$ cat src/rtl/breakout_pkg.sv
// Shared types and constants for the breakout game sequencer.
// The state encoding is visible on the GameState output.
package breakout_pkg;

   typedef enum logic [2:0] {
      ATTRACT = 3'd0,
      SERVE   = 3'd1,
      PLAY    = 3'd2,
      LOST    = 3'd3,
      CLEAR   = 3'd4,
      OVER    = 3'd5
   } game_state_t;

   localparam int         BRICKS_PER_WALL = 133;
   localparam logic [1:0] BALL_SPEED_SLOW = 2'd2;
   localparam logic [1:0] BALL_SPEED_FAST = 2'd3;

   // Maps a ball speed code onto the one-bit SpeedSel output.
   function automatic logic speed_sel(input logic [1:0] code);
      return (code == BALL_SPEED_FAST);
   endfunction

   // Adds one to a four-digit BCD value; the carry ripples through every digit.
   function automatic logic [15:0] bcd_inc4(input logic [15:0] v);
      logic [15:0] r;
      logic        carry;
      r     = v;
      carry = 1'b1;
      for (int i = 0; i < 4; i++) begin
         if (carry) begin
            if (r[i*4 +: 4] == 4'd9) begin
               r[i*4 +: 4] = 4'd0;
               carry       = 1'b1;
            end else begin
               r[i*4 +: 4] = r[i*4 +: 4] + 4'd1;
               carry       = 1'b0;
            end
         end else begin
            carry = 1'b0;
         end
      end
      return r;
   endfunction

endpackage

$ cat src/rtl/breakout_game_ctrl_bcd_score_counter.sv
// Four-digit BCD score register: clears on request, saturates at 9999.
module bcd_score_counter
   import breakout_pkg::*;
(
   input  logic        clk,
   input  logic        reset,
   input  logic        clear,
   input  logic        inc,
   output logic [15:0] score_o,
   output logic        sat_o
);

   logic [15:0] score_q;
   logic [15:0] score_d;

   assign sat_o   = (score_q == 16'h9999);
   assign score_o = score_q;

   // Next score: clear wins, otherwise increment unless already saturated.
   always_comb begin
      score_d = score_q;
      if (clear) begin
         score_d = 16'h0000;
      end else if (inc && !sat_o) begin
         score_d = bcd_inc4(score_q);
      end else begin
         score_d = score_q;
      end
   end

   // Score register.
   always_ff @(posedge clk) begin
      if (reset) begin
         score_q <= 16'h0000;
      end else begin
         score_q <= score_d;
      end
   end

endmodule

$ cat src/rtl/breakout_game_ctrl.sv
// Frame-level game sequencer: state machine, frame/brick/lives counters,
// ball gating and pulses for re-serve and brick-wall restore.
module breakout_game_ctrl
   import breakout_pkg::*;
#(
   parameter int LIVES        = 3,
   parameter int SERVE_FRAMES = 90,
   parameter int LOST_FRAMES  = 60,
   parameter int BRICKS       = BRICKS_PER_WALL,
   parameter int SPEEDUP_HITS = 16
) (
   input  logic        clk,
   input  logic        reset,
   input  logic        FrameTick,
   input  logic        BrickHit,
   input  logic        BallOut,
   input  logic        Start,
   output logic        BallRun,
   output logic        BallServe,
   output logic        RestoreBrickwall,
   output logic        SpeedSel,
   output logic [1:0]  Lives,
   output logic [15:0] Score,
   output logic [2:0]  GameState
);

   localparam logic [1:0] LIVES_C   = 2'(LIVES);
   localparam logic [7:0] SERVE_C   = 8'(SERVE_FRAMES);
   localparam logic [7:0] LOST_C    = 8'(LOST_FRAMES);
   localparam logic [7:0] BRICKS_C  = 8'(BRICKS);
   localparam logic [7:0] SPEEDUP_C = 8'(SPEEDUP_HITS);

   game_state_t state_q;
   logic [7:0]  frame_q;
   logic [7:0]  brick_q;
   logic [1:0]  lives_q;
   logic        armed_q;
   logic        start_q;
   logic        run_q;
   logic        serve_q;
   logic        restore_q;
   logic        speed_q;

   logic [7:0]  frame_inc_s;
   logic [7:0]  brick_inc_s;
   logic        hit_s;
   logic        serve_done_s;
   logic        lost_done_s;
   logic        new_game_s;
   logic        score_inc_s;
   logic        score_sat_s;

   assign hit_s        = BrickHit && (state_q == PLAY);
   assign serve_done_s = FrameTick && (frame_inc_s == SERVE_C);
   assign lost_done_s  = FrameTick && (frame_inc_s == LOST_C);
   assign new_game_s   = (state_q == ATTRACT) && armed_q && Start;
   assign score_inc_s  = hit_s && !score_sat_s;

   // Saturating increments for the frame and brick counters.
   always_comb begin
      frame_inc_s = frame_q;
      brick_inc_s = brick_q;
      if (frame_q != 8'd255) begin
         frame_inc_s = frame_q + 8'd1;
      end else begin
         frame_inc_s = frame_q;
      end
      if (hit_s && (brick_q != BRICKS_C)) begin
         brick_inc_s = brick_q + 8'd1;
      end else begin
         brick_inc_s = brick_q;
      end
   end

   bcd_score_counter u_score (
      .clk     (clk),
      .reset   (reset),
      .clear   (new_game_s),
      .inc     (score_inc_s),
      .score_o (Score),
      .sat_o   (score_sat_s)
   );

   // Game state machine with its counters and registered outputs.
   always_ff @(posedge clk) begin
      if (reset) begin
         state_q   <= ATTRACT;
         frame_q   <= 8'd0;
         brick_q   <= 8'd0;
         lives_q   <= LIVES_C;
         armed_q   <= 1'b1;
         start_q   <= 1'b0;
         run_q     <= 1'b0;
         serve_q   <= 1'b0;
         restore_q <= 1'b0;
         speed_q   <= 1'b0;
      end else begin
         start_q   <= Start;
         serve_q   <= 1'b0;
         restore_q <= 1'b0;
         frame_q   <= FrameTick ? frame_inc_s : frame_q;
         brick_q   <= brick_inc_s;
         if (hit_s && (brick_inc_s == SPEEDUP_C)) begin
            speed_q <= speed_sel(BALL_SPEED_FAST);
         end
         case (state_q)
            ATTRACT: begin
               // A held button must be seen released on a frame before it can start a game.
               if (FrameTick && !Start) begin
                  armed_q <= 1'b1;
               end
               if (new_game_s) begin
                  state_q   <= SERVE;
                  frame_q   <= 8'd0;
                  brick_q   <= 8'd0;
                  lives_q   <= LIVES_C;
                  speed_q   <= speed_sel(BALL_SPEED_SLOW);
                  serve_q   <= 1'b1;
                  restore_q <= 1'b1;
               end
            end
            SERVE: begin
               if (serve_done_s) begin
                  state_q <= PLAY;
                  frame_q <= 8'd0;
                  run_q   <= 1'b1;
               end
            end
            PLAY: begin
               if (FrameTick) begin
                  if (brick_inc_s == BRICKS_C) begin
                     state_q <= CLEAR;
                     frame_q <= 8'd0;
                     run_q   <= 1'b0;
                  end else if (BallOut) begin
                     state_q <= LOST;
                     frame_q <= 8'd0;
                     run_q   <= 1'b0;
                     lives_q <= (lives_q == 2'd0) ? 2'd0 : lives_q - 2'd1;
                  end
               end
            end
            LOST: begin
               if (lost_done_s) begin
                  frame_q <= 8'd0;
                  if (lives_q == 2'd0) begin
                     state_q <= OVER;
                  end else begin
                     state_q <= SERVE;
                     serve_q <= 1'b1;
                  end
               end
            end
            CLEAR: begin
               if (lost_done_s) begin
                  state_q   <= SERVE;
                  frame_q   <= 8'd0;
                  brick_q   <= 8'd0;
                  speed_q   <= speed_sel(BALL_SPEED_SLOW);
                  serve_q   <= 1'b1;
                  restore_q <= 1'b1;
               end
            end
            OVER: begin
               if (Start && !start_q) begin
                  state_q <= ATTRACT;
                  frame_q <= 8'd0;
                  armed_q <= 1'b0;
               end
            end
            default: begin
               state_q <= ATTRACT;
               frame_q <= 8'd0;
               run_q   <= 1'b0;
            end
         endcase
      end
   end

   assign BallRun          = run_q;
   assign BallServe        = serve_q;
   assign RestoreBrickwall = restore_q;
   assign SpeedSel         = speed_q;
   assign Lives            = lives_q;
   assign GameState        = state_q;

endmodule

$ cat config.mk
export PLATFORM = sky130hd
export DESIGN_NAME = breakout_game_ctrl
export DESIGN_NICKNAME = d
export VERILOG_FILES = /design/src/rtl/breakout_pkg.sv /design/src/rtl/breakout_game_ctrl_bcd_score_counter.sv /design/src/rtl/breakout_game_ctrl.sv
export SDC_FILE = /design/constraint.sdc
export NUM_CORES = 1
export LEC_CHECK = 0
export CAP_MARGIN = 15
export CORE_MARGIN = 2
export CORE_UTILIZATION = 61
export CTS_CLUSTER_SIZE = 25
export DETAILED_ROUTE_END_ITERATION = 16
export GPL_ROUTABILITY_DRIVEN = 0
export PLACE_DENSITY = 0.84
export SLEW_MARGIN = 20
export SYNTH_ARGS = -nofsm -noshare
export SYNTH_HDL_FRONTEND = slang
export SYNTH_HIERARCHICAL = 1
export SYNTH_SLANG_ARGS = --single-unit
$ cat constraint.sdc
create_clock -name clk -period 6.3 [get_ports clk]
set_input_delay 1.26 -clock clk [delete_from_list [all_inputs] [get_ports clk]]
set_output_delay 1.26 -clock clk [all_outputs]
set_load 0.1 [all_outputs]
==> reports/summary.txt <==
fmax -> 0.282 GHz
syn_nets -> 343
WHS Endpoint -> SpeedSel
num rows -> 24
Initial Utilization -> 0.626
Critical Path, Cell by Cell -> clkdlybuf4s50_1, nand2_1, nor4_1, nand2_1, o311ai_4, nand3_1, o21ai_2, nor3_1
Worst-path clk slew -> 0.08 ns
Yosys reg bits -> 43
Post-Route Hold Slack -> 0.479 ns
Max Cap Violations -> 0
endpoint class of the critical path -> flop
EDFF count, synth -> 0
final WL -> 5.94 mm
predominant post-synthesis flop cell -> dfxtp_1
Setup Skew -> 0.00999 ns
Synth area leader -> dfxtp_1
Slowest-stage cell, CP -> clkdlybuf4s50_1
worst reg2reg path startpoint -> GameState[1]
Mean Syn Cell Area -> 8.10 sq um
Netlist Area Pre-Place -> 0.00271 sq mm
async set-or-reset flop fraction in the synthesized netlist -> 0
WL/cell -> 14.6 microns
CP peak stage delay -> 0.84 ns
library cells used by synthesis -> 64
global-route wire length before repair -> 10.1 mm
initial antenna violation count -> 0
reg2reg path depth -> 6
minimum clock period -> 3.55 ns
PD cells -> 282 mW/mm^2
post-synth top area share -> 0.318
worst slew pin tran -> 0.979 ns
antenna cells -> 0
DP HPWL -> 4.18 mm
setup TNS -> 0 ns
Port Buffers -> 30
Peak VDD IR -> 0.316 mV
Crit Path Class -> input port to flop
CTS tree -> done
R2R setup slack -> 3.50 ns
Post-DRT Antenna Nets -> 0
Post-route DRC -> 0
clock tree buffer depth -> 2
total track usage -> 0.246
max-slew violations -> 0
YS warnings -> 6
worst path bufs/invs -> 1
Worst slew margin -> 0.345
worst skew pair latency -> 0.30 ns
worst reg2reg path endpoint -> u_score/score_o[15]
final hold violation count -> 0
Die Y -> 70.6 microns
arrival time worst endpoint -> 3.72 ns
Root Driver -> clkbuf_8
fillers -> 368
Num CTS Buffers -> 5
post-synthesis sequential area ratio -> 0.318
number of global-route vias before repair -> 2228
Most common cell on crit path -> nand2_1
Ports -> 31
Via density -> 6.26
Area contributors post-synth -> dfxtp_1 (32%), nor2_1 (5.6%), a21oi_1 (5.2%)
CTS resizes -> 0
final setup vio count -> 0
Final #Nets -> 362
CP max FO -> 17
Detailed Routing Iterations Pass 1 -> 5
vias -> 2540
RSZ-0062 raised after global routing -> false
# hold bufs at CTS -> 0
area growth from synthesis to layout -> 13.5%
postcts setup bufs -> 0
Die W -> 70.6 microns
critical path launch point type -> input port
CORE AREA -> 0.00432 sq mm
min-delay src -> SpeedSel
gr ovfl total -> 0
Lkg Pwr -> 0.990 nW
share of layout cells above drive strength 1 -> 0.0819
H-tree depth -> 2
Crit path required time -> 6.47 ns
First DRT Iteration DRCs -> 213
worst hold path class -> flop to flop
Hold Crit Depth -> 2
CP top delay family -> buffers and inverters
status -> finished, final reports clean
Die Area -> 0.00498 sq mm
Post-Synthesis Cells -> 334
crit share post-route -> 0.564
clock sink total -> 43
largest net degree at the start of global routing -> 19
## Yosys cell counts (3+ instances only)
cell,instances
clkbuf_1,9
nor4_1,7
xnor2_1,4
nand2b_1,5
nand4_1,5
o21ai_0,9
and4_1,4
nor2b_1,7
nor3_1,15
o31ai_1,7
a31oi_1,4
or4_1,7
nand3_1,11
mux2i_1,5
ha_1,3
a21oi_1,28
a211oi_1,5
clkbuf_8,4
inv_1,12
xor2_1,7
o22ai_1,3
dfxtp_1,43
nor2_1,40
a311oi_1,3
and3_1,5
or2_2,5
and2_1,4
nand2_1,23
## routing by layer
| layer | wire (microns) | share of wire | global-route usage |
|---|---|---|---|
| met1 | 2780 | 0.47 | 0.345 |
| met2 | 2720 | 0.46 | 0.377 |
| met3 | 326 | 0.055 | 0.0513 |
| met4 | 109 | 0.018 | 0.0901 |
| met5 | 0 | 0 | 0 |
## registers in the layout, indices dropped and copies added, names as in the netlist, 2 cells and up
signal / cells
GameState: 3
Lives: 2
brick_q: 8
frame_q: 8
u_score/score_o: 16
## cell type report
type | instances | area, sq um | share of cell area
multi-input combinational | 261 | 1680 | 0.548
inverter | 12 | 45.0 | 0.0147
clock inverter | 2 | 35.0 | 0.0114
tap | 52 | 65.1 | 0.0212
clock buffer | 6 | 82.6 | 0.0269
sequential | 43 | 861 | 0.280
timing repair buffer | 30 | 300 | 0.0978
## layout by cell type (no fill, tap or decap), types with 3 or more instances in the layout
master,Yosys,routed
nand4_1,5,5
nor3_1,15,15
nand2_1,23,23
a211oi_1,5,5
and4_1,4,4
xor2_1,7,7
clkdlybuf4s50_1,0,30
a21oi_1,28,28
or2_2,5,5
and3_1,5,5
mux2i_1,5,5
or4_1,7,7
a311oi_1,3,3
nand3_1,11,11
xnor2_1,4,4
nand2b_1,5,5
o22ai_1,3,3
nor2b_1,7,7
o21ai_0,9,9
and2_1,4,4
inv_1,12,12
o31ai_1,7,7
nor4_1,7,7
a31oi_1,4,4
dfxtp_1,43,43
nor2_1,40,40
clkbuf_8,4,6
ha_1,3,3
## through the flow
stage / utilization / cells / instance area [sq um] / setup WS (ns) / total power [mW]
floorplan: - / 334 / 2710 / 3.31 / 0.586
global placement: 0.683 / 398 / 2950 / 2.62 / 0.638
detailed placement: 0.683 / 398 / 2950 / 2.47 / 0.642
CTS: 0.710 / 406 / 3070 / 2.79 / 0.870
global route: 0.710 / 406 / 3070 / 2.49 / 0.907
finish: 0.710 / 406 / 3070 / 2.75 / 0.867
## worst min-delay path, delay by kind of cell (launching register included)
kind	cells	cell delay [ns]
flops	1	0.33
compound gates	1	0.04
simple gates	1	0.07
## cells by family (layout without fill, tap and decap cells)
family	count (synthesis)	count (layout)	share of synthesized area
and+or+nand+nor	161	161	0.339
AOI/OAI and AO/OA	81	81	0.215
xor gates and xnor gates	11	11	0.0356
buffers and inverters	30	50	0.0601
adders and majority gates	3	3	0.0139
muxes	5	5	0.0185
DFF	43	43	0.318
## how the worst max path moves through the flow
stage                   start             endpoint  cells after the start
global placement    FrameTick           frame_q[1]                      8
global route        FrameTick           frame_q[3]                      8
CTS                 FrameTick           frame_q[3]                      8
detailed placement  FrameTick           frame_q[3]                      8
finish              FrameTick           frame_q[1]                      8
floorplan            BrickHit  u_score/score_o[15]                      7
## power by group
part	total (mW)	internal (mW)	switching, mW
clock	0.227	0.128	0.0986
sequential	0.329	0.291	0.0383
combinational	0.311	0.101	0.210
(Power assumes the default switching activity.)
